## config.mk

```make
export PLATFORM = sky130hd
export DESIGN_NAME = phase_bank
export DESIGN_NICKNAME = d
export VERILOG_FILES = /design/src/rtl/phase_bank.sv
export SDC_FILE = /design/constraint.sdc
export NUM_CORES = 1
export LEC_CHECK = 0
export ABC_CLOCK_PERIOD_IN_PS = 14000
export BUFFER_PORTS_ARGS = -buffer_cell sky130_fd_sc_hd__clkbuf_2
export CAP_MARGIN = 15
export CORE_MARGIN = 5
export CORE_UTILIZATION = 45
export DETAILED_ROUTE_END_ITERATION = 6
export PLACE_DENSITY_LB_ADDON = 0.3
export SYNTH_ARGS = -nofsm -noshare
export SYNTH_HDL_FRONTEND = slang
export SYNTH_SLANG_ARGS = --single-unit
```

## constraint.sdc

```tcl
create_clock -name clk -period 14 [get_ports clk]
set_input_delay 2.1 -clock clk [delete_from_list [all_inputs] [get_ports clk]]
set_output_delay 2.1 -clock clk [all_outputs]
set_load 0.01 [all_outputs]
```

## src/rtl/phase_bank.sv

```systemverilog
// phase_bank: double-buffered multi-channel phase/enable register bank.
// Optional BROADCAST opcode enabled by macro PHASE_BANK_BROADCAST_EN.
module phase_bank #(
  parameter int NUM_CHANNELS = 16,
  parameter int BASE_CHANNEL = 0,
  parameter int PHASE_W      = 8
) (
  input  logic                            clk,
  input  logic                            rst,
  input  logic                            cmd_valid,
  input  logic [31:0]                     cmd_data,
  input  logic                            period_start,
  output logic [NUM_CHANNELS*PHASE_W-1:0] phase,
  output logic [NUM_CHANNELS-1:0]         pwm_en,
  output logic                            armed,
  output logic                            commit_done,
  output logic [15:0]                     err_cnt
);

  localparam int PW = PHASE_W;
  localparam int NC = NUM_CHANNELS;

  localparam logic [0:0] ST_IDLE  = 1'b0;
  localparam logic [0:0] ST_ARMED = 1'b1;

  localparam logic [1:0] OP_WR = 2'b00;
  localparam logic [1:0] OP_BC = 2'b01;
  localparam logic [1:0] OP_CM = 2'b10;
  localparam logic [1:0] OP_WT = 2'b11;

  localparam logic [8:0] LO  = 9'(BASE_CHANNEL);
  localparam logic [8:0] CNT = 9'(NUM_CHANNELS);

  logic [0:0]   state;
  logic [0:0]   state_n;

  logic [NC*PW-1:0] sh_ph;
  logic [NC-1:0]    sh_en;

  logic [1:0]    op;
  logic [7:0]    chan;
  logic [PW-1:0] ph_new;
  logic          en_new;
  logic [8:0]    diff;
  logic          in_range;

  logic is_wr;
  logic is_bc;
  logic is_cm;
  logic is_wt;
  logic bc_ld;
  logic bc_rej;
  logic reject;
  logic apply;

  logic [NC-1:0] hit;
  logic [NC-1:0] sh_ld;
  logic [NC-1:0] act_ld;

  logic unused_bits;

  assign op     = cmd_data[18:17];
  assign chan   = cmd_data[15:8];
  assign en_new = cmd_data[16];
  assign ph_new = cmd_data[PW-1:0];

  assign unused_bits = ^{cmd_data[31:19],
                         cmd_data[7:0]};

  // Below-base channels wrap to >= 256, so one compare covers both ends.
  assign diff     = {1'b0, chan} - LO;
  assign in_range = diff < CNT;

  // Opcode decode, qualified by cmd_valid.
  always_comb begin
    is_wr = 1'b0;
    is_bc = 1'b0;
    is_cm = 1'b0;
    is_wt = 1'b0;
    if (cmd_valid) begin
      unique case (1'b1)
        (op == OP_WR): is_wr = 1'b1;
        (op == OP_BC): is_bc = 1'b1;
        (op == OP_CM): is_cm = 1'b1;
        (op == OP_WT): is_wt = 1'b1;
        default: ;
      endcase
    end
  end

`ifdef PHASE_BANK_BROADCAST_EN
  assign bc_ld  = is_bc;
  assign bc_rej = 1'b0;
`else
  assign bc_ld  = 1'b0;
  assign bc_rej = is_bc;
`endif

  assign reject = ((is_wr | is_wt) & ~in_range)
                | bc_rej;

  assign apply = (state == ST_ARMED)
               & period_start;

  // Per-channel load strobes for shadow and active registers.
  always_comb begin
    hit    = '0;
    sh_ld  = '0;
    act_ld = '0;
    for (int i = 0; i < NC; i++) begin
      hit[i]    = in_range & (diff == 9'(i));
      sh_ld[i]  = ((is_wr | is_wt) & hit[i])
                | bc_ld;
      act_ld[i] = is_wt & hit[i];
    end
  end

  // Two-state commit FSM; a COMMIT while ARMED is ignored.
  always_comb begin
    state_n = state;
    unique case (state)
      ST_IDLE: begin
        if (is_cm) state_n = ST_ARMED;
      end
      ST_ARMED: begin
        if (period_start) state_n = ST_IDLE;
      end
      default: state_n = ST_IDLE;
    endcase
  end

  // State register.
  always_ff @(posedge clk or posedge rst) begin
    if (rst) state <= ST_IDLE;
    else     state <= state_n;
  end

  assign armed = (state == ST_ARMED);

  // Shadow registers take WRITE, WRITE_THRU and broadcast data.
  always_ff @(posedge clk or posedge rst) begin
    if (rst) begin
      sh_ph <= '0;
      sh_en <= '0;
    end else begin
      for (int i = 0; i < NC; i++) begin
        if (sh_ld[i]) begin
          sh_ph[i*PW +: PW] <= ph_new;
          sh_en[i]          <= en_new;
        end
      end
    end
  end

  // Active registers: WRITE_THRU wins over the pre-write shadow copy.
  always_ff @(posedge clk or posedge rst) begin
    if (rst) begin
      phase  <= '0;
      pwm_en <= '0;
    end else begin
      for (int i = 0; i < NC; i++) begin
        if (act_ld[i]) begin
          phase[i*PW +: PW] <= ph_new;
          pwm_en[i]         <= en_new;
        end else if (apply) begin
          phase[i*PW +: PW] <= sh_ph[i*PW +: PW];
          pwm_en[i]         <= sh_en[i];
        end
      end
    end
  end

  // Pulse marking the cycle the new frame became active.
  always_ff @(posedge clk or posedge rst) begin
    if (rst) commit_done <= 1'b0;
    else     commit_done <= apply;
  end

  // Saturating rejected-command counter.
  always_ff @(posedge clk or posedge rst) begin
    if (rst) begin
      err_cnt <= '0;
    end else if (reject && (err_cnt != 16'hFFFF)) begin
      err_cnt <= err_cnt + 16'd1;
    end
  end

endmodule

```

==> metrics.md <==
| Metric | Value |
|---|---|
| Register share of total power | `48.8%` |
| DRT iter0 DRCs | `669` |
| Fin crit share | `30.2%` |
| Worst-path fanout max | `28` |
| Mapped Nets | `1119` |
| Leakage power total | `7.89 nW` |
| VDD IR max | `0.0805 mV` |
| Slew Limit Fails | `0` |
| Max-slew headroom | `28.3%` |
| Dominant cells by area after synthesis | `dfrtp_1 (58%), mux2_2 (12%), mux2i_1 (11%)` |
| Die area | `32900 um^2` |
| Top-Level Pins | `198` |
| GRT Residual Overflow | `0` |
| Setup bufs post-CTS | `0` |
| Unrepaired setup endpoints after global routing | `false` |
| CTS sink count | `306` |
| Area grow syn2layout | `17.3%` |
| Async S/R FF share, synth | `100%` |
| Crit Path Category | `in2reg` |
| Setup slack, reg-to-reg | `11530 ps` |
| Crit path buffers/inverters | `2` |
| Kind of cell adding the most delay to the critical path | `simple AND/OR/NAND/NOR gates` |
| First-pass GRT wire length | `54500 um` |
| Final Skew | `11.1 ps` |
| Footprint of the multi-input gates | `5280 um^2` |
| Final hold vios | `0` |
| Gr usage total | `20.5%` |
| Most used DFF post-synth | `dfrtp_1` |
| Combinational cell fraction of total power | `8.7%` |
| Largest area contributor in the netlist | `dfrtp_1` |
| Post-DRT Antenna Nets | `0` |
| Worst-Margin Slew | `1080 ps` |
| Synth cell types | `39` |
| Vias | `9338` |
| Min cycle time layout | `4220 ps` |
| Pwr dens | `128 nW/um^2` |
| # fillers | `2503` |
| Final HPWL DP | `21200 um` |
| GP Congestion | `0.821` |
| Port bufs | `184` |
| Clk slew on worst S/H paths | `60 ps` |
| TritonCTS clock tree | `done` |
| Worst Setup End Kind | `flip-flop` |
| Final wirelength | `34400 um` |
| NetSw | `0.000489 W` |
| Crit path launch type | `input pin` |
| Synthesized area | `13200 um^2` |
| Hold slack final | `502 ps` |
| Via density | `5.68` |
| Worst-Skew Late Latency | `500 ps` |
| Setup TNS | `0 ps` |
| Critical-path cell list | `clkbuf_2, or4_4, nor3_2, buf_4, nand2_1, mux2_2` |
| Chip Height | `181 um` |
| Max cap viols | `0` |
| Worst Path Arrival | `4610 ps` |
| Cts bufs inserted | `34` |
| PostCTS Resize Cnt | `0` |
| Yosys top cell area share | `57.9%` |
| Wire length per cell | `20.9 um` |
| YS warnings | `0` |
| Count leader, synth | `dfrtp_1` |
| Synth Instances | `1082` |
| Mapped Avg Cell Area | `12.2 um^2` |
| Max incr delay on CP | `600 ps` |
| Switch share | `24.7%` |
| Initial core utilization | `45.8%` |
| Nets | `1275` |
| Final setup fails | `0` |
| Largest net degree at the start of global routing | `93` |
| H-tree levels | `2` |
| Die W | `181 um` |
| Root Buffer | `clkbuf_16` |
| Post-synthesis sequential area ratio | `57.9%` |
| Drt pass-1 iters | `5` |
| Clock share of power | `42.5%` |
| CTS max path bufs | `3` |
| Vias in the first global route | `9441` |
| Cts hold-fix bufs | `0` |
| DRC | `0` |
| Req. time, crit path | `14380 ps` |
| Worst hold path class | `reg2reg` |
| FF/Latch Area | `7660 um^2` |
| Pint | `0.00149 W` |
| Peak Freq | `237 MHz` |
| Status | `completed` |
| Core Region | `28900 um^2` |
| Synth Register Bits | `306` |
| Commonest cells in the netlist | `dfrtp_1 (306), mux2i_1 (144), mux2_2 (136), nand3_1 (115), o21ai_0 (108)` |
| Slowest stage cell, crit path | `nor3_2` |
| Layout cells sized above 1 | `32.5%` |
| Rows | `62` |
| Initial antenna violation count | `2` |
| EDFF count, synth | `0` |
## worst reg2reg max path, delay by kind of cell, from the launching register on
| family | cells | cell delay (ps) |
|---|---|---|
| AO/OA/AOI/OAI | 1 | 110 |
| multiplexers | 1 | 370 |
| buffers and inverters | 2 | 1100 |
| flip-flops | 1 | 410 |
| AND/OR/NAND/NOR | 1 | 330 |
## final timing paths
path | startpoint | endpoint | cells past startpoint
min in group asynchronous | rst | phase[43] | 2
max in group asynchronous | rst | sh_ph[89] | 4
min | sh_ph[13] | sh_ph[13] | 1
max reg2reg | armed | phase[77] | 5
min reg2reg | sh_ph[13] | sh_ph[13] | 1
max | cmd_data[15] | sh_ph[36] | 6
## registers in the layout, indices dropped and copies added, names as in the netlist
signal and count:
sh_ph 128, armed 1, pwm_en 16, commit_done 1, sh_en 16, err_cnt 16
phase 128
## metal layers
| metal | track usage [%] | wire length (um) | vias to the layer above |
|---|---|---|---|
| li1 | - | - | 4199 |
| met5 | 0 | 20 | - |
| met1 | 29.4 | 15600 | 4799 |
| met3 | 4.92 | 2330 | 47 |
| met2 | 31.7 | 15800 | 291 |
| met4 | 5.19 | 624 | 2 |
## power by group through the flow
stage | Sequential (W) | Combinational, W | Clock, W
global route | 0.000972 | 0.000191 | 0.000898
CTS | 0.000967 | 0.000175 | 0.000860
floorplan | 0.000988 | 0.0000923 | 0
finish | 0.000967 | 0.000172 | 0.000842
global placement | 0.000981 | 0.000171 | 0
detailed placement | 0.000982 | 0.000175 | 0
## metrics by stage
| step | std cells | util [%] | setup WS, ps | total power, W | cell area, um^2 |
|---|---|---|---|---|---|
| after floorplan | 1082 | - | 3440 | 0.00108 | 13200 |
| after global placement | 1586 | 50.1 | 9260 | 0.00115 | 14500 |
| after detailed placement | 1586 | 50.1 | 9270 | 0.00116 | 14500 |
| after CTS | 1644 | 53.8 | 9800 | 0.00200 | 15500 |
| after global routing | 1645 | 53.8 | 9690 | 0.00206 | 15500 |
| final | 1645 | 53.8 | 9780 | 0.00198 | 15500 |
## placed cells by master (no fill, tap or decap), drive strengths merged, types with 2 or more instances in the layout
cell type,n
dfrtp,306
clkbuf,237
mux2,145
mux2i,144
nand3,115
o21ai,108
nor3,45
a21oi,36
nor2,23
nand2,19
xor2,16
buf,14
nor4,11
nand4,7
inv,5
and3,4
clkinv,4
or2,4
or3,4
nand2b,2
## kinds of logic after synthesis
logic type      after synthesis  share of synthesized area [%]
mux                         289                           23.5
flops                       306                           57.9
simple gates                241                           9.39
compound gates              146                           5.55
fa+ha+maj                     1                         0.0946
xor+xnor                     17                           1.13
buf+inv                      82                           2.44
## cell type report
class / instances / share of cell area [%]
Clock buffer: 53 / 6.53
Tap cell: 384 / 3.10
Inverter: 4 / 0.153
Clock inverter: 5 / 0.210
Multi-Input combinational cell: 694 / 34.0
Antenna cell: 1 / 0.0161
Sequential cell: 306 / 49.4
Timing Repair Buffer: 198 / 6.61
Power figures use the tool's default switching activity.
